[src/rtl/urna_session_ctrl_pkg.sv]
// Shared types and constants for the ballot-box session controller.
// Latency: n/a (declarations only).
// Backpressure: n/a.
package urna_pkg;

    typedef enum logic [2:0] {
        CLEAR,
        IDLE,
        ENTRY,
        CONFIRM,
        SEND,
        DONE,
        TALLY,
        RESULTS
    } state_t;

    // Datapath readout/clear codes driven on urna_control while finish=1
    localparam logic [2:0] CTRL_CLEAR     = 3'b000;
    localparam logic [2:0] CTRL_ISABELLA  = 3'b001;
    localparam logic [2:0] CTRL_CLAUDIO   = 3'b010;
    localparam logic [2:0] CTRL_FILIPE    = 3'b011;
    localparam logic [2:0] CTRL_GUILHERME = 3'b100;
    localparam logic [2:0] CTRL_NULO      = 3'b101;
    localparam logic [2:0] CTRL_HOLD      = 3'b111;

    localparam int NUM_DIGITS = 4;

    // Only decimal keypad codes form part of a vote
    function automatic logic is_decimal(input logic [3:0] d);
        return d <= 4'd9;
    endfunction

endpackage

[src/rtl/urna_session_ctrl_if.sv]
// Keypad/clerk inputs, datapath drive and status outputs of the session controller.
// Latency: n/a (wiring only).
// Backpressure: none; all inputs are single-cycle pulses or levels.
interface urna_session_if;
    logic [3:0] key_digit;
    logic       key_strobe;
    logic       key_correct;
    logic       key_confirm;
    logic       auth;
    logic       close_poll;
    logic       clear_req;
    logic [3:0] urna_digit;
    logic       urna_valid;
    logic       urna_finish;
    logic [2:0] urna_control;
    logic       ready_for_voter;
    logic [2:0] digits_entered;
    logic       vote_done;
    logic       timeout_flag;
    logic       results_ready;
    logic [7:0] voters_count;

    // Controller side
    modport slave (
        input  key_digit, key_strobe, key_correct, key_confirm,
        input  auth, close_poll, clear_req,
        output urna_digit, urna_valid, urna_finish, urna_control,
        output ready_for_voter, digits_entered, vote_done, timeout_flag,
        output results_ready, voters_count
    );

    // Keypad/clerk side
    modport master (
        output key_digit, key_strobe, key_correct, key_confirm,
        output auth, close_poll, clear_req,
        input  urna_digit, urna_valid, urna_finish, urna_control,
        input  ready_for_voter, digits_entered, vote_done, timeout_flag,
        input  results_ready, voters_count
    );
endinterface

[src/rtl/urna_digit_buffer.sv]
// Four-entry append buffer holding the digits of the vote being entered.
// Latency: append visible on count_o the cycle after push_i; dout_o is combinational on rd_idx_i.
// Backpressure: pushes beyond NUM_DIGITS are dropped; clr_i wins over push_i.
module urna_digit_buffer
    import urna_pkg::*;
(
    input  logic       clock,
    input  logic       reset_n,
    input  logic       clr_i,
    input  logic       push_i,
    input  logic [3:0] din_i,
    input  logic [1:0] rd_idx_i,
    output logic [2:0] count_o,
    output logic [3:0] dout_o
);
    localparam logic [2:0] FULL_CNT = 3'(NUM_DIGITS);

    logic [3:0] mem_q [NUM_DIGITS];
    logic [2:0] count_q;

    // Append in entry order; clear only rewinds the count
    always_ff @(posedge clock or negedge reset_n) begin
        if (!reset_n) begin
            count_q <= '0;
            for (int i = 0; i < NUM_DIGITS; i++) mem_q[i] <= '0;
        end else if (clr_i) begin
            count_q <= '0;
        end else if (push_i && (count_q < FULL_CNT)) begin
            mem_q[count_q[1:0]] <= din_i;
            count_q             <= count_q + 3'd1;
        end
    end

    assign count_o = count_q;
    assign dout_o  = mem_q[rd_idx_i];
endmodule

[src/rtl/urna_session_ctrl.sv]
// Session/poll sequencer for the urnaeletronica tally datapath (option: URNA_VOTER_LIMIT_EN).
// Latency: outputs registered from the current state; confirm at edge t -> digits t+1..t+4, vote_done after t+5.
// Backpressure: none; keypad/clerk pulses outside their accepting states are dropped.
module urna_session_ctrl
    import urna_pkg::*;
#(
    parameter int TIMEOUT_CYCLES = 1000,
    parameter int TO_W           = 10,
    parameter int MAX_VOTERS     = 200
) (
    input  logic           clock,
    input  logic           reset_n,
    urna_session_if.slave  sess
);
    localparam logic [TO_W-1:0] TO_LAST    = TO_W'(TIMEOUT_CYCLES - 1);
    localparam logic [2:0]      LAST_DIGIT = 3'(NUM_DIGITS - 1);
    localparam logic [2:0]      TALLY_LAST = CTRL_NULO - CTRL_ISABELLA;

`ifdef URNA_VOTER_LIMIT_EN
    localparam bit LIMIT_EN = 1'b1;
`else
    localparam bit LIMIT_EN = 1'b0;
`endif

    state_t          state_q, state_d;
    logic [2:0]      idx_q, idx_d;
    logic [TO_W-1:0] to_q, to_d;
    logic            close_pend_q, close_pend_d;
    logic            buf_clr, buf_push, abort, key_ok, limit_hit;
    logic [2:0]      buf_count;
    logic [3:0]      buf_dout;

    logic [3:0] digit_q;
    logic       valid_q, finish_q, vote_done_q, timeout_q, ready_q, results_q;
    logic [2:0] control_q;
    logic [7:0] voters_q;

    urna_digit_buffer u_buf (
        .clock    (clock),
        .reset_n  (reset_n),
        .clr_i    (buf_clr),
        .push_i   (buf_push),
        .din_i    (sess.key_digit),
        .rd_idx_i (idx_q[1:0]),
        .count_o  (buf_count),
        .dout_o   (buf_dout)
    );

    assign limit_hit = LIMIT_EN && (voters_q == 8'(MAX_VOTERS));
    assign key_ok    = sess.key_strobe && is_decimal(sess.key_digit);

    // Next-state: session sequencing, inactivity timer, deferred poll close
    always_comb begin
        state_d      = state_q;
        idx_d        = idx_q;
        to_d         = to_q;
        close_pend_d = close_pend_q;
        buf_clr      = 1'b0;
        buf_push     = 1'b0;
        abort        = 1'b0;
        case (state_q)
            CLEAR: state_d = IDLE;
            IDLE: begin
                if (sess.close_poll) begin
                    state_d = TALLY;
                    idx_d   = '0;
                end else if (sess.auth && !limit_hit) begin
                    state_d = ENTRY;
                    buf_clr = 1'b1;
                    to_d    = '0;
                end
            end
            ENTRY: begin
                if (sess.close_poll) close_pend_d = 1'b1;
                if (sess.key_correct) begin
                    buf_clr = 1'b1;
                    to_d    = '0;
                end else if (key_ok) begin
                    buf_push = 1'b1;
                    to_d     = '0;
                    if (buf_count == LAST_DIGIT) state_d = CONFIRM;
                end else if (to_q == TO_LAST) begin
                    abort = 1'b1;
                end else begin
                    to_d = to_q + 1'b1;
                end
            end
            CONFIRM: begin
                if (sess.close_poll) close_pend_d = 1'b1;
                if (sess.key_correct) begin
                    state_d = ENTRY;
                    buf_clr = 1'b1;
                    to_d    = '0;
                end else if (sess.key_confirm) begin
                    state_d = SEND;
                    idx_d   = '0;
                end else if (to_q == TO_LAST) begin
                    abort = 1'b1;
                end else begin
                    to_d = to_q + 1'b1;
                end
            end
            SEND: begin
                if (sess.close_poll) close_pend_d = 1'b1;
                idx_d = idx_q + 3'd1;
                if (idx_q == LAST_DIGIT) state_d = DONE;
            end
            DONE: begin
                if (sess.close_poll) close_pend_d = 1'b1;
                buf_clr = 1'b1;
                idx_d   = '0;
                state_d = close_pend_d ? TALLY : IDLE;
            end
            TALLY: begin
                idx_d = idx_q + 3'd1;
                if (idx_q == TALLY_LAST) state_d = RESULTS;
            end
            RESULTS: if (sess.clear_req) state_d = CLEAR;
            default: state_d = CLEAR;
        endcase
        // An aborted session consumes the authorization; a pending close still applies
        if (abort) begin
            buf_clr = 1'b1;
            idx_d   = '0;
            state_d = close_pend_d ? TALLY : IDLE;
        end
        if (state_d == TALLY) close_pend_d = 1'b0;
    end

    // State register
    always_ff @(posedge clock or negedge reset_n) begin
        if (!reset_n) begin
            state_q      <= CLEAR;
            idx_q        <= '0;
            to_q         <= '0;
            close_pend_q <= 1'b0;
        end else begin
            state_q      <= state_d;
            idx_q        <= idx_d;
            to_q         <= to_d;
            close_pend_q <= close_pend_d;
        end
    end

    // Registered outputs; datapath stays frozen (finish=1) except while streaming
    always_ff @(posedge clock or negedge reset_n) begin
        if (!reset_n) begin
            digit_q     <= '0;
            valid_q     <= 1'b0;
            finish_q    <= 1'b1;
            control_q   <= CTRL_HOLD;
            vote_done_q <= 1'b0;
            timeout_q   <= 1'b0;
            ready_q     <= 1'b0;
            results_q   <= 1'b0;
            voters_q    <= '0;
        end else begin
            valid_q     <= (state_q == SEND);
            finish_q    <= (state_q != SEND);
            digit_q     <= (state_q == SEND) ? buf_dout : 4'd0;
            control_q   <= (state_q == CLEAR) ? CTRL_CLEAR :
                           (state_q == TALLY) ? (CTRL_ISABELLA + idx_q) : CTRL_HOLD;
            vote_done_q <= (state_q == DONE);
            timeout_q   <= abort;
            ready_q     <= (state_q == IDLE) && !limit_hit;
            results_q   <= (state_q == RESULTS);
            if (state_q == CLEAR)
                voters_q <= '0;
            else if ((state_q == DONE) && (voters_q != 8'hFF))
                voters_q <= voters_q + 8'd1;
        end
    end

    assign sess.urna_digit      = digit_q;
    assign sess.urna_valid      = valid_q;
    assign sess.urna_finish     = finish_q;
    assign sess.urna_control    = control_q;
    assign sess.ready_for_voter = ready_q;
    assign sess.digits_entered  = buf_count;
    assign sess.vote_done       = vote_done_q;
    assign sess.timeout_flag    = timeout_q;
    assign sess.results_ready   = results_q;
    assign sess.voters_count    = voters_q;
endmodule
[src/flat_wrapper.sv]
// flat-port wrapper written by rule: the top's interface ports become plain ports
module urna_session_ctrl_flat import urna_pkg::*;
#(
    parameter int TIMEOUT_CYCLES = 1000,
    parameter int TO_W           = 10,
    parameter int MAX_VOTERS     = 200
)
  (clock, reset_n, sess_key_digit, sess_key_strobe, sess_key_correct, sess_key_confirm, sess_auth, sess_close_poll, sess_clear_req, sess_urna_digit, sess_urna_valid, sess_urna_finish, sess_urna_control, sess_ready_for_voter, sess_digits_entered, sess_vote_done, sess_timeout_flag, sess_results_ready, sess_voters_count);
  urna_session_if sess_i ();
  input  logic clock;
  input  logic reset_n;
  input wire logic [$bits(sess_i.key_digit)-1:0] sess_key_digit;
  input wire logic [$bits(sess_i.key_strobe)-1:0] sess_key_strobe;
  input wire logic [$bits(sess_i.key_correct)-1:0] sess_key_correct;
  input wire logic [$bits(sess_i.key_confirm)-1:0] sess_key_confirm;
  input wire logic [$bits(sess_i.auth)-1:0] sess_auth;
  input wire logic [$bits(sess_i.close_poll)-1:0] sess_close_poll;
  input wire logic [$bits(sess_i.clear_req)-1:0] sess_clear_req;
  output wire logic [$bits(sess_i.urna_digit)-1:0] sess_urna_digit;
  output wire logic [$bits(sess_i.urna_valid)-1:0] sess_urna_valid;
  output wire logic [$bits(sess_i.urna_finish)-1:0] sess_urna_finish;
  output wire logic [$bits(sess_i.urna_control)-1:0] sess_urna_control;
  output wire logic [$bits(sess_i.ready_for_voter)-1:0] sess_ready_for_voter;
  output wire logic [$bits(sess_i.digits_entered)-1:0] sess_digits_entered;
  output wire logic [$bits(sess_i.vote_done)-1:0] sess_vote_done;
  output wire logic [$bits(sess_i.timeout_flag)-1:0] sess_timeout_flag;
  output wire logic [$bits(sess_i.results_ready)-1:0] sess_results_ready;
  output wire logic [$bits(sess_i.voters_count)-1:0] sess_voters_count;
  assign sess_i.key_digit = sess_key_digit;
  assign sess_i.key_strobe = sess_key_strobe;
  assign sess_i.key_correct = sess_key_correct;
  assign sess_i.key_confirm = sess_key_confirm;
  assign sess_i.auth = sess_auth;
  assign sess_i.close_poll = sess_close_poll;
  assign sess_i.clear_req = sess_clear_req;
  assign sess_urna_digit = sess_i.urna_digit;
  assign sess_urna_valid = sess_i.urna_valid;
  assign sess_urna_finish = sess_i.urna_finish;
  assign sess_urna_control = sess_i.urna_control;
  assign sess_ready_for_voter = sess_i.ready_for_voter;
  assign sess_digits_entered = sess_i.digits_entered;
  assign sess_vote_done = sess_i.vote_done;
  assign sess_timeout_flag = sess_i.timeout_flag;
  assign sess_results_ready = sess_i.results_ready;
  assign sess_voters_count = sess_i.voters_count;
  urna_session_ctrl #(.TIMEOUT_CYCLES(TIMEOUT_CYCLES), .TO_W(TO_W), .MAX_VOTERS(MAX_VOTERS)) u_core (.clock(clock), .reset_n(reset_n), .sess(sess_i));
endmodule
[config.mk]
export PLATFORM = sky130hd
export DESIGN_NAME = urna_session_ctrl_flat
export DESIGN_NICKNAME = d
export VERILOG_FILES = /design/src/rtl/urna_session_ctrl_pkg.sv /design/src/rtl/urna_session_ctrl_if.sv /design/src/rtl/urna_digit_buffer.sv /design/src/rtl/urna_session_ctrl.sv /design/src/flat_wrapper.sv
export SDC_FILE = /design/constraint.sdc
export NUM_CORES = 1
export LEC_CHECK = 0
export BUFFER_PORTS_ARGS = -buffer_cell sky130_fd_sc_hd__buf_2
export CAP_MARGIN = 20
export CELL_PAD_IN_SITES_DETAIL_PLACEMENT = 2
export CELL_PAD_IN_SITES_GLOBAL_PLACEMENT = 2
export CORE_ASPECT_RATIO = 1.25
export CORE_MARGIN = 2
export CORE_UTILIZATION = 40
export CTS_BUF_LIST = sky130_fd_sc_hd__clkbuf_4 sky130_fd_sc_hd__clkbuf_8 sky130_fd_sc_hd__clkbuf_16
export CTS_CLUSTER_SIZE = 25
export DETAILED_ROUTE_END_ITERATION = 8
export GPL_TIMING_DRIVEN = 0
export HOLD_SLACK_MARGIN = 0.02
export PLACE_DENSITY_LB_ADDON = 0.1
export RECOVER_POWER = 50
export SLEW_MARGIN = 20
export SYNTH_ARGS = -nofsm -noshare
export SYNTH_HDL_FRONTEND = slang
export SYNTH_SLANG_ARGS = --single-unit
[constraint.sdc]
create_clock -name clock -period 5.3 [get_ports clock]
set_clock_uncertainty 0.05 [all_clocks]
set_input_delay 0.265 -clock clock [delete_from_list [all_inputs] [get_ports clock]]
set_output_delay 0.265 -clock clock [all_outputs]
set_load 0.02 [all_outputs]
==> out/results.tsv <==
metric	value	unit
status	finished, violations left	
failing checks	capacitance limit, slew limit	
slew at the pin closest to its max-slew limit	3.17	ns
Worst Hold Margin	0.141	ns
Max Slew Vio Count	58	
ys async rst share	100	%
DRC Markers	0	
n_diodes	0	
DIE WIDTH	81.0	µm
H-tree level count	3	
Pre-antenna DRT Iters	4	
cts bufs inserted	9	
syn_nets	302	
# IOs	36	
Post-synth EDFFs	0	
# clock sinks	57	
clock insertion delay at the later pin of the skew report	0.35	ns
largest net degree at the start of global routing	58	
layout cell share with drive strength beyond 1	20.8	%
CTS tree	yes	
All-Layer GR Usage	22.2	%
P_leak	0.00151	µW
Post-Syn Area	2970	µm²
Starting Density	40.8	%
WL final	8140	µm
Fmax	298	MHz
WP data arrival	3.05	ns
Buffers on Ports	34	
Yosys warning total	0	
first-pass GRT wire length	13700	µm
final hold vios	0	
initial antenna violation count	0	
Yosys top cell area share	44.7	%
postcts setup bufs	0	
most frequent cell after synthesis	dfrtp_1	
initial DRC count	64	
CP Cell Sequence	dlygate4sd3_1 -> clkbuf_1	
Seq/Total Area, Yosys	48.3	%
#FFs+latches synth	57	
Routed WL per cell	19.3	µm
Max stage delay on crit path	2.24	ns
family with the most delay on the worst path	buffers and inverters	
clk root buf	clkbuf_8	
Clock Path Buffers	2	
die area	8120	µm²
# fillers	783	
vias in the first global route	2584	
worst reg-to-reg setup slack	2.72	ns
Period Utilization, post-route	63.2	%
pre-CTS setup slack	2.76	ns
crit path max fanout	57	
Peak VDD IR	0.198	mV
Crit. End Element	asynchronous set/reset pin	
Die Ht	100	µm
via count	2441	
Post-DP HPWL	5810	µm
Worst setup SP type	primary input	
number of library cell types mapped by synthesis	53	
Area contributors post-synth	dfrtp_1, mux2_2, ha_1	
CP Class	in -> async	
Buf+Inv Stages, Crit Path	2	
gr ovfl total	0	
Min-Delay Path Depth	2	
Max-slew headroom	-111	%
setup TNS	0	ns
PD cells	466	nW/µm²
Commonest cells post-synth	dfrtp_1, nand2_1, mux2_2	
Final min period	3.35	ns
R2R cell count	7	
core footprint	7270	µm²
worst hold path class	in -> reg	
Clk pin slew, worst setup/hold paths	0.08	ns
P&R area growth vs syn	15.6	%
Mean Syn Cell Area	10.6	µm²
Crit path depth	2	
Worst Slack Setup Final	1.95	ns
Synth area leader	dfrtp_1	
Vias/cell	5.77	
Slowest-stage cell, CP	clkbuf_1	
ys flop type	dfrtp_1	
Synth Instances	280	
Rows	35	
Max Cap Viol	1	
RSZ-0062 raised after global routing	false	
Final setup viols	0	
Antenna Nets Post-Route	0	
final design utilization	47.1	%
RePlAce Congestion	0.776	
CP required	5.00	ns
Final #Nets	348	
## worst paths after layout
path | startpoint | to
max | reset_n | u_core.u_buf.count_o[2]
min | sess_key_digit[0] | u_core.u_buf.mem_q[4]
max reg2reg | u_core.idx_q[0] | u_core.close_pend_q
min reg2reg | u_core.u_buf.mem_q[12] | u_core.u_buf.mem_q[12]
max in group clock | u_core.idx_q[0] | u_core.close_pend_q
min in group asynchronous | reset_n | u_core.idx_q[0]
## where the power goes
part           total, µW  switching, µW  internal, µW
registers            606           72.4           534
logic                605            376           229
clock network        385            208           177
## worst reg2reg max path, delay by kind of cell, from the launching register on
| kind | cells | cell delay [ns] |
|---|---|---|
| AOI/OAI and AO/OA | 3 | 1.17 |
| DFF | 1 | 0.35 |
| buffers and inverters | 2 | 0.54 |
| adders and majority gates | 1 | 0.23 |
| and+or+nand+nor | 1 | 0.07 |
## placed cells by master (no fill, tap or decap), drive strengths merged, types with 3 or more instances in the layout
| cell | n |
|---|---|
| a211oi | 3 |
| a21oi | 15 |
| and3 | 8 |
| buf | 25 |
| clkbuf | 28 |
| dfrtp | 53 |
| dfstp | 4 |
| ha | 10 |
| inv | 18 |
| mux2 | 16 |
| mux4 | 4 |
| nand2 | 22 |
| nand2b | 7 |
| nand3 | 6 |
| nand3b | 3 |
| nand4 | 8 |
| nor2 | 15 |
| nor2b | 4 |
| nor3 | 3 |
| nor4 | 4 |
| o211ai | 5 |
| o21ai | 16 |
| o22ai | 4 |
| o2bb2ai | 3 |
| o31a | 3 |
| o31ai | 4 |
| or3 | 6 |
| or4 | 4 |
## cells by family after synthesis
family	count (synthesis)	share of synthesized area, %
buffers and inverters	24	3.21
DFF	57	48.3
AOI/OAI and AO/OA	65	14.5
muxes	22	9.79
and+or+nand+nor	98	18.9
adders and majority gates	10	4.22
xor gates and xnor gates	4	1.18
## through the flow
step	power, µW	std cells	cell area, µm²
after global placement	1190	406	3250
after floorplan	1020	280	2970
final	1600	423	3430
after global routing	1710	423	3430
after detailed placement	1220	406	3250
after CTS	1620	423	3450
## final cells by class
type	count	area (µm²)	area share, %
buffer	10	42.5	1.24
multi-input combinational	199	1440	42.0
clock inverter	7	58.8	1.72
sequential	57	1430	41.8
tap	92	115	3.36
timing repair buffer	35	164	4.78
inverter	14	52.6	1.53
clock buffer	9	124	3.61
## layer usage
layer  up-vias  GRT usage, %  routed length (µm)
met3        10          3.42                 200
met4         0          8.74                 121
met2        34          37.3                4190
met5         -             0                   0
li1       1135             -                   -
met1      1262          28.6                3640
## timing repair
| item | in CTS | in global routing |
|---|---|---|
| gates resized for setup | 0 | 0 |
| hold endpoints to repair | 53 | 0 |
| hold buffers | 1 | 0 |
## registers in the layout (all words and copies together) (netlist names), 3 cells and up
name                      flops
u_core.sess.urna_digit        4
u_core.sess.urna_control      3
u_core.to_q                  10
u_core.u_buf.mem_q           16
u_core.idx_q                  3
u_core.u_buf.count_o          3
u_core.sess.voters_count      8
u_core.state_q                3
No activity file was read; power rests on OpenSTA's default activity.
